`src/rtl/ro_worker_sequencer.sv`:
```
// Job controller for the ring-oscillator worker: reset, load 4 operand bytes, run with timeout,
// read the 32-bit result back and return it with the RUN cycle count over valid/ready handshakes.
module ro_worker_sequencer #(
  parameter int SHIFT_HI = 8,
  parameter int SHIFT_LO = 8,
  parameter int RST_CYC  = 4
) (
  input  logic        clk,
  input  logic        rst_n,
  input  logic        job_valid,
  output logic        job_ready,
  input  logic [15:0] job_start,
  input  logic [15:0] job_count,
  input  logic        job_ring,
  input  logic [15:0] cfg_timeout,
  output logic        wkr_rst_n,
  output logic        wkr_clk_sel,
  output logic        wkr_shift,
  output logic [7:0]  wkr_din,
  input  logic [7:0]  wkr_dout,
  input  logic        wkr_done,
  output logic        res_valid,
  input  logic        res_ready,
  output logic [31:0] res_value,
  output logic [15:0] res_cycles,
  output logic        res_timeout,
  output logic        busy
);

  localparam logic [2:0] S_IDLE = 3'd0;
  localparam logic [2:0] S_WRST = 3'd1;
  localparam logic [2:0] S_LOAD = 3'd2;
  localparam logic [2:0] S_RUN  = 3'd3;
  localparam logic [2:0] S_READ = 3'd4;
  localparam logic [2:0] S_RESP = 3'd5;

  localparam logic [15:0] HI_END  = 16'(SHIFT_HI - 1);
  localparam logic [15:0] LO_END  = 16'(SHIFT_LO - 1);
  localparam logic [15:0] RST_END = 16'(RST_CYC - 1);

  logic [2:0]  state;
  logic [31:0] job_word;
  logic [15:0] tmr;
  logic [1:0]  idx;
  logic        hi;
  logic        done_m;
  logic        done_s;
  logic [15:0] cyc_next;
  logic [7:0]  next_byte;

  assign busy     = (state != S_IDLE);
  assign cyc_next = (res_cycles == 16'hFFFF) ? res_cycles : res_cycles + 16'd1;

  // Byte that follows the one currently on wkr_din during LOAD.
  always_comb begin
    next_byte = job_word[7:0];
    case (idx)
      2'd0:    next_byte = job_word[23:16];
      2'd1:    next_byte = job_word[15:8];
      default: next_byte = job_word[7:0];
    endcase
  end

  always_ff @(posedge clk or negedge rst_n) begin
    if (!rst_n) begin
      done_m <= 1'b0;
      done_s <= 1'b0;
    end else begin
      done_m <= wkr_done;
      done_s <= done_m;
    end
  end

  always_ff @(posedge clk or negedge rst_n) begin
    if (!rst_n) begin
      state       <= S_IDLE;
      job_word    <= '0;
      tmr         <= '0;
      idx         <= '0;
      hi          <= 1'b0;
      job_ready   <= 1'b0;
      wkr_rst_n   <= 1'b0;
      wkr_clk_sel <= 1'b0;
      wkr_shift   <= 1'b0;
      wkr_din     <= '0;
      res_valid   <= 1'b0;
      res_value   <= '0;
      res_cycles  <= '0;
      res_timeout <= 1'b0;
    end else begin
      case (state)
        S_IDLE: begin
          job_ready <= 1'b1;
          // A timed-out worker stays in reset until the next job is accepted.
          wkr_rst_n <= ~res_timeout;
          if (job_valid && job_ready) begin
            job_word    <= {job_start, job_count};
            wkr_clk_sel <= job_ring;
            wkr_rst_n   <= 1'b0;
            job_ready   <= 1'b0;
            res_timeout <= 1'b0;
            tmr         <= '0;
            state       <= S_WRST;
          end
        end
        S_WRST: begin
          if (tmr == RST_END) begin
            wkr_rst_n <= 1'b1;
            wkr_din   <= job_word[31:24];
            tmr       <= '0;
            idx       <= '0;
            hi        <= 1'b0;
            state     <= S_LOAD;
          end else begin
            tmr <= tmr + 16'd1;
          end
        end
        S_LOAD: begin
          if (!hi) begin
            if (tmr == LO_END) begin
              wkr_shift <= 1'b1;
              hi        <= 1'b1;
              tmr       <= '0;
            end else begin
              tmr <= tmr + 16'd1;
            end
          end else if (tmr == HI_END) begin
            wkr_shift <= 1'b0;
            hi        <= 1'b0;
            tmr       <= '0;
            if (idx == 2'd3) begin
              res_cycles <= '0;
              state      <= S_RUN;
            end else begin
              idx     <= idx + 2'd1;
              wkr_din <= next_byte;
            end
          end else begin
            tmr <= tmr + 16'd1;
          end
        end
        S_RUN: begin
          if (done_s) begin
            res_cycles <= cyc_next;
            tmr        <= '0;
            idx        <= '0;
            hi         <= 1'b0;
            state      <= S_READ;
          end else if (cfg_timeout != 16'd0 && cyc_next == cfg_timeout) begin
            res_cycles  <= cyc_next;
            res_timeout <= 1'b1;
            res_value   <= '0;
            res_valid   <= 1'b1;
            wkr_rst_n   <= 1'b0;
            state       <= S_RESP;
          end else begin
            res_cycles <= cyc_next;
          end
        end
        S_READ: begin
          if (!hi) begin
            if (tmr == LO_END) begin
              case (idx)
                2'd0:    res_value[31:24] <= wkr_dout;
                2'd1:    res_value[23:16] <= wkr_dout;
                2'd2:    res_value[15:8]  <= wkr_dout;
                default: res_value[7:0]   <= wkr_dout;
              endcase
              tmr <= '0;
              // Only three pulses: a fourth would make the worker start another run.
              if (idx == 2'd3) begin
                res_valid <= 1'b1;
                state     <= S_RESP;
              end else begin
                wkr_shift <= 1'b1;
                hi        <= 1'b1;
              end
            end else begin
              tmr <= tmr + 16'd1;
            end
          end else if (tmr == HI_END) begin
            wkr_shift <= 1'b0;
            hi        <= 1'b0;
            idx       <= idx + 2'd1;
            tmr       <= '0;
          end else begin
            tmr <= tmr + 16'd1;
          end
        end
        S_RESP: begin
          if (res_ready) begin
            res_valid <= 1'b0;
            job_ready <= 1'b1;
            state     <= S_IDLE;
          end
        end
        default: state <= S_IDLE;
      endcase
    end
  end

endmodule

```
`config.mk`:
```
export PLATFORM = sky130hd
export DESIGN_NAME = ro_worker_sequencer
export DESIGN_NICKNAME = d
export VERILOG_FILES = /design/src/rtl/ro_worker_sequencer.sv
export SDC_FILE = /design/constraint.sdc
export NUM_CORES = 1
export LEC_CHECK = 0
export BUFFER_PORTS_ARGS = -buffer_cell sky130_fd_sc_hd__buf_2
export CAP_MARGIN = 30
export CELL_PAD_IN_SITES_DETAIL_PLACEMENT = 1
export CELL_PAD_IN_SITES_GLOBAL_PLACEMENT = 1
export CORE_ASPECT_RATIO = 1.4
export CORE_MARGIN = 4
export CORE_UTILIZATION = 30
export CTS_BUF_LIST = sky130_fd_sc_hd__clkbuf_16
export CTS_CLUSTER_DIAMETER = 200
export DETAILED_ROUTE_END_ITERATION = 7
export PLACE_DENSITY = 0.68
export SLEW_MARGIN = 20
export SYNTH_ARGS = -nofsm -noshare
export SYNTH_HDL_FRONTEND = slang
export SYNTH_SLANG_ARGS = --single-unit
```
`constraint.sdc`:
```
create_clock -name clk -period 3.05 [get_ports clk]
set_clock_uncertainty 0.1 [all_clocks]
set_input_delay 0.305 -clock clk [delete_from_list [all_inputs] [get_ports clk]]
set_output_delay 0.305 -clock clk [all_outputs]
set_load 0.03 [all_outputs]
```
==> flow_metrics.env, run 1 <==
export IMPL_status="complete, no violations"
export IMPL_powerDensity_nw_per_um2=837
export IMPL_period_share_pct=95.2
export IMPL_synth_compound_area_share_pct=14.6
export IMPL_num_io_pins=125
export IMPL_vias=5714
export IMPL_yosysMostFrequentCell="dfrtp_1"
export IMPL_num_rows=62
export IMPL_p_sw_share_pct=40.0
export IMPL_netlist_instances=656
export IMPL_synth_top_area_cell="dfrtp_1"
export IMPL_pwr_share_clk_pct=28.3
export IMPL_die_area_um2=23200
export IMPL_grt_pass1_wl_um=32300
export IMPL_crit_start="res_cycles[7]$_DFFE_PN0P_"
export IMPL_ctsRootBufferMaster="clkbuf_16"
export IMPL_clockBufferDepth=2
export IMPL_timing_rr_end="res_value[9]$_DFFE_PN0P_"
export IMPL_drive_gt1_share_pct=30.4
export IMPL_synth_area_top_cells="dfrtp_1 (47%), mux2_2 (8.1%), nand2_1 (6.3%), o21ai_0 (3.5%), nor2_1 (3.4%)"
export IMPL_synthArstFlopShare_pct=100
export IMPL_yosys_warnings=0
export IMPL_p_int_w=0.00416
export IMPL_syn_mean_instance_area_um2=9.50
export IMPL_detail_route_vias_per_cell=5.16
export IMPL_synth_nets=727
export IMPL_clkTransAtPathRegs_ns=0.06
export IMPL_yosys_area_share_simple_pct=19.3
export IMPL_postRouteAntennaNets=0
export IMPL_synth_seq_cells=118
export IMPL_ys_flop_type="dfrtp_1"
export IMPL_core_um2=20500
export IMPL_criticalPathCategory="reg -> reg"
export IMPL_hp_start="job_count[0]"
export IMPL_yosysSeqAreaShare_pct=47.4
export IMPL_endpoint="res_value[9]$_DFFE_PN0P_"
export IMPL_netlist_area_um2=6230
export IMPL_drc=0
export IMPL_synthMuxAreaShare_pct=9.26
export IMPL_first_global_vias=6154
export IMPL_clock_fmax_ghz=0.344
export IMPL_combinationalPowerShare_pct=38.6
export IMPL_fin_ws_ns=0.146
export IMPL_tritoncts="yes"
export IMPL_hold_path_class="in -> reg"
export IMPL_grt_ovfl_total=0
export IMPL_dieWidth_um=130
export IMPL_htreeDepth=4
export IMPL_finalSetupViolCount=0
export IMPL_fin_nets=909
export IMPL_relSlewSlack_pct=41.0
export IMPL_power_w=0.00693
export IMPL_power_frac_seq_pct=33.1
export IMPL_synth_edf_count=0
export IMPL_avgRoutedWirePerCell_um=18.4
export IMPL_synthToLayoutAreaGrowth_pct=33.0
export IMPL_cts_buffers=17
export IMPL_worst_path_largest_cell_delay_ns=0.55
export IMPL_drt_iter0_drc=197
export IMPL_post_dp_hpwl_um=14700
export IMPL_drv_cap=0
export IMPL_slew_viol_final=0
export IMPL_synth_top_area_share_pct=47.4
export IMPL_dp_slack_ns=-0.0122
export IMPL_place_inst=1045
export IMPL_arrival_ns=3.11
export IMPL_gp_congestion=0.838
export IMPL_antenna_found_initial=1
export IMPL_fillers=2416
export IMPL_r2r_slack_ns=0.15
export IMPL_die_y_um=179
export IMPL_crit_chain="nand4_2 > o41ai_1 > a21oi_1 > nor3b_1 > o2111ai_1 > nor4_4 > buf_4 > clkbuf_16 > o21ai_0"
export IMPL_routed_wl_um=20300
export IMPL_yosysUniqueCellTypes=61
export IMPL_clock_latency_ns=0.43
export IMPL_end_kind="flop"
export IMPL_portBuffers=124
export IMPL_finalCriticalPeriod_ns=2.90
export IMPL_leakagePower_nw=3.69
export IMPL_rr_worst_depth=9
export IMPL_synth_xor_area_share_pct=3.93
export IMPL_dr_pass1_iters=5
export IMPL_synthTopCellsByCount="dfrtp_1 (118), nand2_1 (104), nor2_1 (56)"
export IMPL_critPathMaxFanout=17
export IMPL_clock_sinks=118
export IMPL_tightest_slew_ns=0.881
export IMPL_fin_cells=1108
export IMPL_startpoint_type="flop"
export IMPL_rsz0062_at_grt="false"
export IMPL_start_util_pct=30.4
export IMPL_synth_top_family_by_area="simple AND/OR/NAND/NOR gates"
export IMPL_cp_required_ns=3.26
export IMPL_vdd_drop_max_uv=545
export IMPL_grt_max_degree=61
export IMPL_switchingPower_w=0.00277
export IMPL_r2r_start="res_cycles[7]$_DFFE_PN0P_"
export IMPL_track_usage_pct=17.9
export IMPL_worst_path_max_delay_cell="o41ai_1"
export IMPL_synthAdderAreaFrac_pct=1.81
export IMPL_finalHoldViolCount=0
[power groups by stage]
stage                     Clock [W]  Sequential [W]  Combinational [W]
after global routing        0.00209         0.00235            0.00293
after CTS                   0.00201         0.00229            0.00269
after global placement            0         0.00230            0.00259
final                       0.00196         0.00229            0.00268
after floorplan                   0         0.00250            0.00148
after detailed placement          0         0.00231            0.00265
[metal layers]
| metal | share of wire, % | global-route usage, % |
|---|---|---|
| met1 | 38 | 19.4 |
| met2 | 57 | 34.4 |
| met3 | 2.4 | 2.49 |
| met4 | 2.4 | 7.15 |
| met5 | 0 | 0 |
[registers in the layout, summed over array words and instances, names as in the netlist]
name         cells
idx              2
state            3
tmr             16
done_s           1
hi               1
job_word        32
res_value       32
wkr_rst_n        1
res_valid        1
done_m           1
job_ready        1
wkr_din          8
wkr_clk_sel      1
res_cycles      16
res_timeout      1
wkr_shift        1
[cells in the final DEF, fill, tap and decap left out, types with 6 or more instances in the layout]
| cell | n |
|---|---|
| buf_2 | 123 |
| dfrtp_1 | 117 |
| nand2_1 | 104 |
| nor2_1 | 55 |
| mux2_2 | 45 |
| o21ai_0 | 43 |
| buf_4 | 42 |
| dlygate4sd3_1 | 28 |
| nand3_1 | 25 |
| inv_1 | 20 |
| a21oi_1 | 20 |
| clkbuf_16 | 18 |
| xnor2_1 | 17 |
| o21ai_1 | 16 |
| a31oi_1 | 15 |
| nor4_1 | 12 |
| xor2_1 | 11 |
| nand4_1 | 9 |
| a22oi_1 | 8 |
| nor3_1 | 8 |
| ha_1 | 8 |
| mux2i_1 | 7 |
| nand2b_1 | 6 |
[layout make-up]
| cell class | instances | area (um2) | share of cell area [%] |
|---|---|---|---|
| antenna | 1 | 2.50 | 0.0302 |
| clock buffer | 17 | 425 | 5.13 |
| clock inverter | 15 | 156 | 1.89 |
| inverter | 20 | 75.1 | 0.906 |
| multi-input combinational | 486 | 3100 | 37.4 |
| sequential | 118 | 2950 | 35.6 |
| tap | 256 | 320 | 3.87 |
| timing repair buffer | 195 | 1260 | 15.2 |
[through the flow]
stage                     hold slack, ns  area, um2  utilization [%]  setup TNS [ns]
after floorplan                  -0.0906       6230                -               0
after global placement             0.234       7350             35.9               0
after detailed placement           0.238       7350             35.9         -0.0122
after CTS                        0.00117       8200             40.0        -0.00479
after global routing             0.00649       8290             40.5               0
final                             0.0215       8290             40.5               0
[worst min path at each step]
stage | end | cells past startpoint
finish | job_word[0]$_DFFE_PN0P_ | 2
global route | job_word[10]$_DFFE_PN0P_ | 2
CTS | job_word[16]$_DFFE_PN0P_ | 2
detailed placement | done_s$_DFF_PN0_ | 0
global placement | done_s$_DFF_PN0_ | 0
floorplan | done_m$_DFF_PN0_ | 0
[critical path: cells and delay by family, from the launching register on]
kind                   cells  cell delay (ns)
AO/OA/AOI/OAI              4             1.00
AND/OR/NAND/NOR            3             0.89
flip-flops                 1             0.42
buffers and inverters      2             0.37
[cells by family after synthesis]
logic type | Yosys count
AO/OA/AOI/OAI | 145
XOR/XNOR | 28
adder cells (fa/ha/maj) | 9
buffers and inverters | 52
flip-flops | 118
multiplexers | 52
AND/OR/NAND/NOR | 252
[what timing repair did]
item,in CTS,in global routing
setup endpoints to repair,1,37
pin swaps,0,2
cloned,0,1
buffers inserted,0,1
hold buffers,27,1
gates resized for setup,0,7
hold endpoints to repair,83,1
Power figures use the tool's default switching activity.
==> run 2, diff against run 1 <==
Settings changed: PLACE_DENSITY 0.68 to 0.6.
==> flow_metrics.env, run 2 (synthesized netlist as in run 1, its figures left out) <==
export IMPL_gp_congestion=0.878
export IMPL_top_regs="job_word (32), res_value (32)"
export IMPL_hold_path_class="in -> reg"
export IMPL_ctsRootBufferMaster="clkbuf_16"
export IMPL_grt_pass1_wl_um=33100
export IMPL_period_share_pct=94.9
export IMPL_grt_max_degree=47
export IMPL_htreeDepth=4
export IMPL_num_io_pins=125
export IMPL_clock_sinks=118
export IMPL_core_um2=20500
export IMPL_cp_required_ns=3.26
export IMPL_final_common_cell="buf_2"
export IMPL_cp_common_cell="buf_4"
export IMPL_finalCriticalPeriod_ns=2.89
export IMPL_fin_ws_ns=0.157
export IMPL_avgRoutedWirePerCell_um=18.5
export IMPL_tightest_slew_ns=0.764
export IMPL_drc=0
export IMPL_start_util_pct=30.4
export IMPL_tritoncts="yes"
export IMPL_end_kind="flop"
export IMPL_num_rows=62
export IMPL_dieWidth_um=130
export IMPL_vias=5789
export IMPL_holdWs_ns=0.0199
export IMPL_critPathMaxFanout=9
export IMPL_die_y_um=179
export IMPL_place_inst=1047
export IMPL_powerDensity_nw_per_um2=831
export IMPL_hold_depth=2
export IMPL_worst_path_max_delay_cell="o211ai_1"
export IMPL_clock_latency_ns=0.43
export IMPL_dp_slack_ns=0.0676
export IMPL_fin_nets=910
export IMPL_slew_viol_final=0
export IMPL_use_met1_pct=19.8
export IMPL_clock_fmax_ghz=0.346
export IMPL_post_dp_hpwl_um=15300
export IMPL_top_usage_layer="met2"
export IMPL_rr_worst_depth=10
export IMPL_layout_common_cells="buf_2 (123), dfrtp_1 (118), nand2_1 (104), nor2_1 (55), mux2_2 (45)"
export IMPL_die_area_um2=23200
export IMPL_synthToLayoutAreaGrowth_pct=32.9
export IMPL_arrival_ns=3.10
export IMPL_drv_cap=0
export IMPL_dr_pass1_iters=4
export IMPL_leakagePower_nw=3.69
export IMPL_crit_chain="nand4_2 > o211ai_1 > buf_4 > xor2_1 > nand3_1 > a32o_1 > nor4_4 > buf_4 > clkbuf_16 > o21ai_1"
export IMPL_startpoint_type="flop"
export IMPL_vdd_drop_max_uv=524
export IMPL_grt_ovfl_total=0
export IMPL_clockBufferDepth=2
export IMPL_drt_iter0_drc=134
export IMPL_detail_route_vias_per_cell=5.22
export IMPL_portBuffers=124
export IMPL_antenna_found_initial=1
export IMPL_status="complete, no violations"
export IMPL_first_global_vias=6313
export IMPL_routed_wl_um=20500
export IMPL_track_usage_pct=18.2
export IMPL_grt_use_met3_pct=4.04
export IMPL_postRouteAntennaNets=0
export IMPL_cts_buffers=17
export IMPL_clkTransAtPathRegs_ns=0.06
export IMPL_drive_gt1_share_pct=30.9
export IMPL_criticalPathCategory="reg -> reg"
export IMPL_relSlewSlack_pct=48.6
export IMPL_use_met2_pct=33.1
export IMPL_utilization_pct=40.4
export IMPL_worst_path_largest_cell_delay_ns=0.43
export IMPL_finalSetupViolCount=0
export IMPL_finalHoldViolCount=0
export IMPL_fin_cells=1109
## run 2: changes by cell type in the layout (fill, tap and decap cells not counted), sizes merged
cell | before | now
buf | 166 | 170
clkinv | 3 | 1
clkinvlp | 2 | 5
bufinv | 0 | 1
inv | 30 | 28
dlygate4sd3 | 28 | 25
## run 2: final timing paths
kind                                                 start                   endpoint  slack (ns)
worst max-delay path            res_cycles[13]$_DFFE_PN0P_  res_value[17]$_DFFE_PN0P_        0.16
worst min-delay path                          job_start[7]   job_word[23]$_DFFE_PN0P_        0.02
worst max register to register  res_cycles[13]$_DFFE_PN0P_  res_value[17]$_DFFE_PN0P_        0.16
worst min register to register            done_m$_DFF_PN0_           done_s$_DFF_PN0_        0.25
max in group asynchronous                            rst_n   job_word[20]$_DFFE_PN0P_        1.70
min in group asynchronous                            rst_n  res_value[10]$_DFFE_PN0P_        0.32
## run 2: area by class of cell
| class | instances | area (um2) |
|---|---|---|
| Multi-Input combinational cell | 486 | 3090 |
| Tap cell | 256 | 320 |
| Clock inverter | 15 | 146 |
| Antenna cell | 1 | 2.50 |
| Sequential cell | 118 | 2950 |
| Inverter | 20 | 75.1 |
| Clock buffer | 17 | 425 |
| Timing Repair Buffer | 196 | 1270 |
| Fill cell | 2405 | 12200 |
## run 2: metrics by stage
| step | cell area [um2] | power, W | TNS (ns) |
|---|---|---|---|
| 6_report | 8280 | 0.00688 | 0 |
| 5_1_grt | 8280 | 0.00733 | -0.00470 |
| 4_1_cts | 8200 | 0.00699 | 0 |
| 3_5_place_dp | 7380 | 0.00496 | 0 |
| 3_3_place_gp | 7380 | 0.00486 | 0 |
| 2_1_floorplan | 6230 | 0.00397 | 0 |
## run 2: metal layers
metal / up-vias / wire length [um]
met5: - / 0
met4: 0 / 746
met3: 48 / 955
met2: 137 / 11100
met1: 2888 / 7670
li1: 2716 / -
## run 2: what timing repair did
| action | CTS | global route |
|---|---|---|
| endpoints found under the hold margin | 67 | 0 |
| gates resized for setup | 0 | 7 |
| hold buffers | 25 | 0 |
| endpoints found under the setup margin | 0 | 35 |
| buffers inserted | 0 | 2 |
## run 2: where the power goes
part / internal (W) / total [W] / switching, W
clock: 0.00114 / 0.00195 / 0.000810
combinational: 0.00106 / 0.00265 / 0.00159
sequential: 0.00198 / 0.00228 / 0.000297
total: 0.00418 / 0.00688 / 0.00270
## run 2: critical path: cells and delay by family, from the launching register on
kind            cells  cell delay [ns]
compound gates      3             0.82
simple gates        3             0.74
buf+inv             3             0.57
flops               1             0.37
xor+xnor            1             0.17
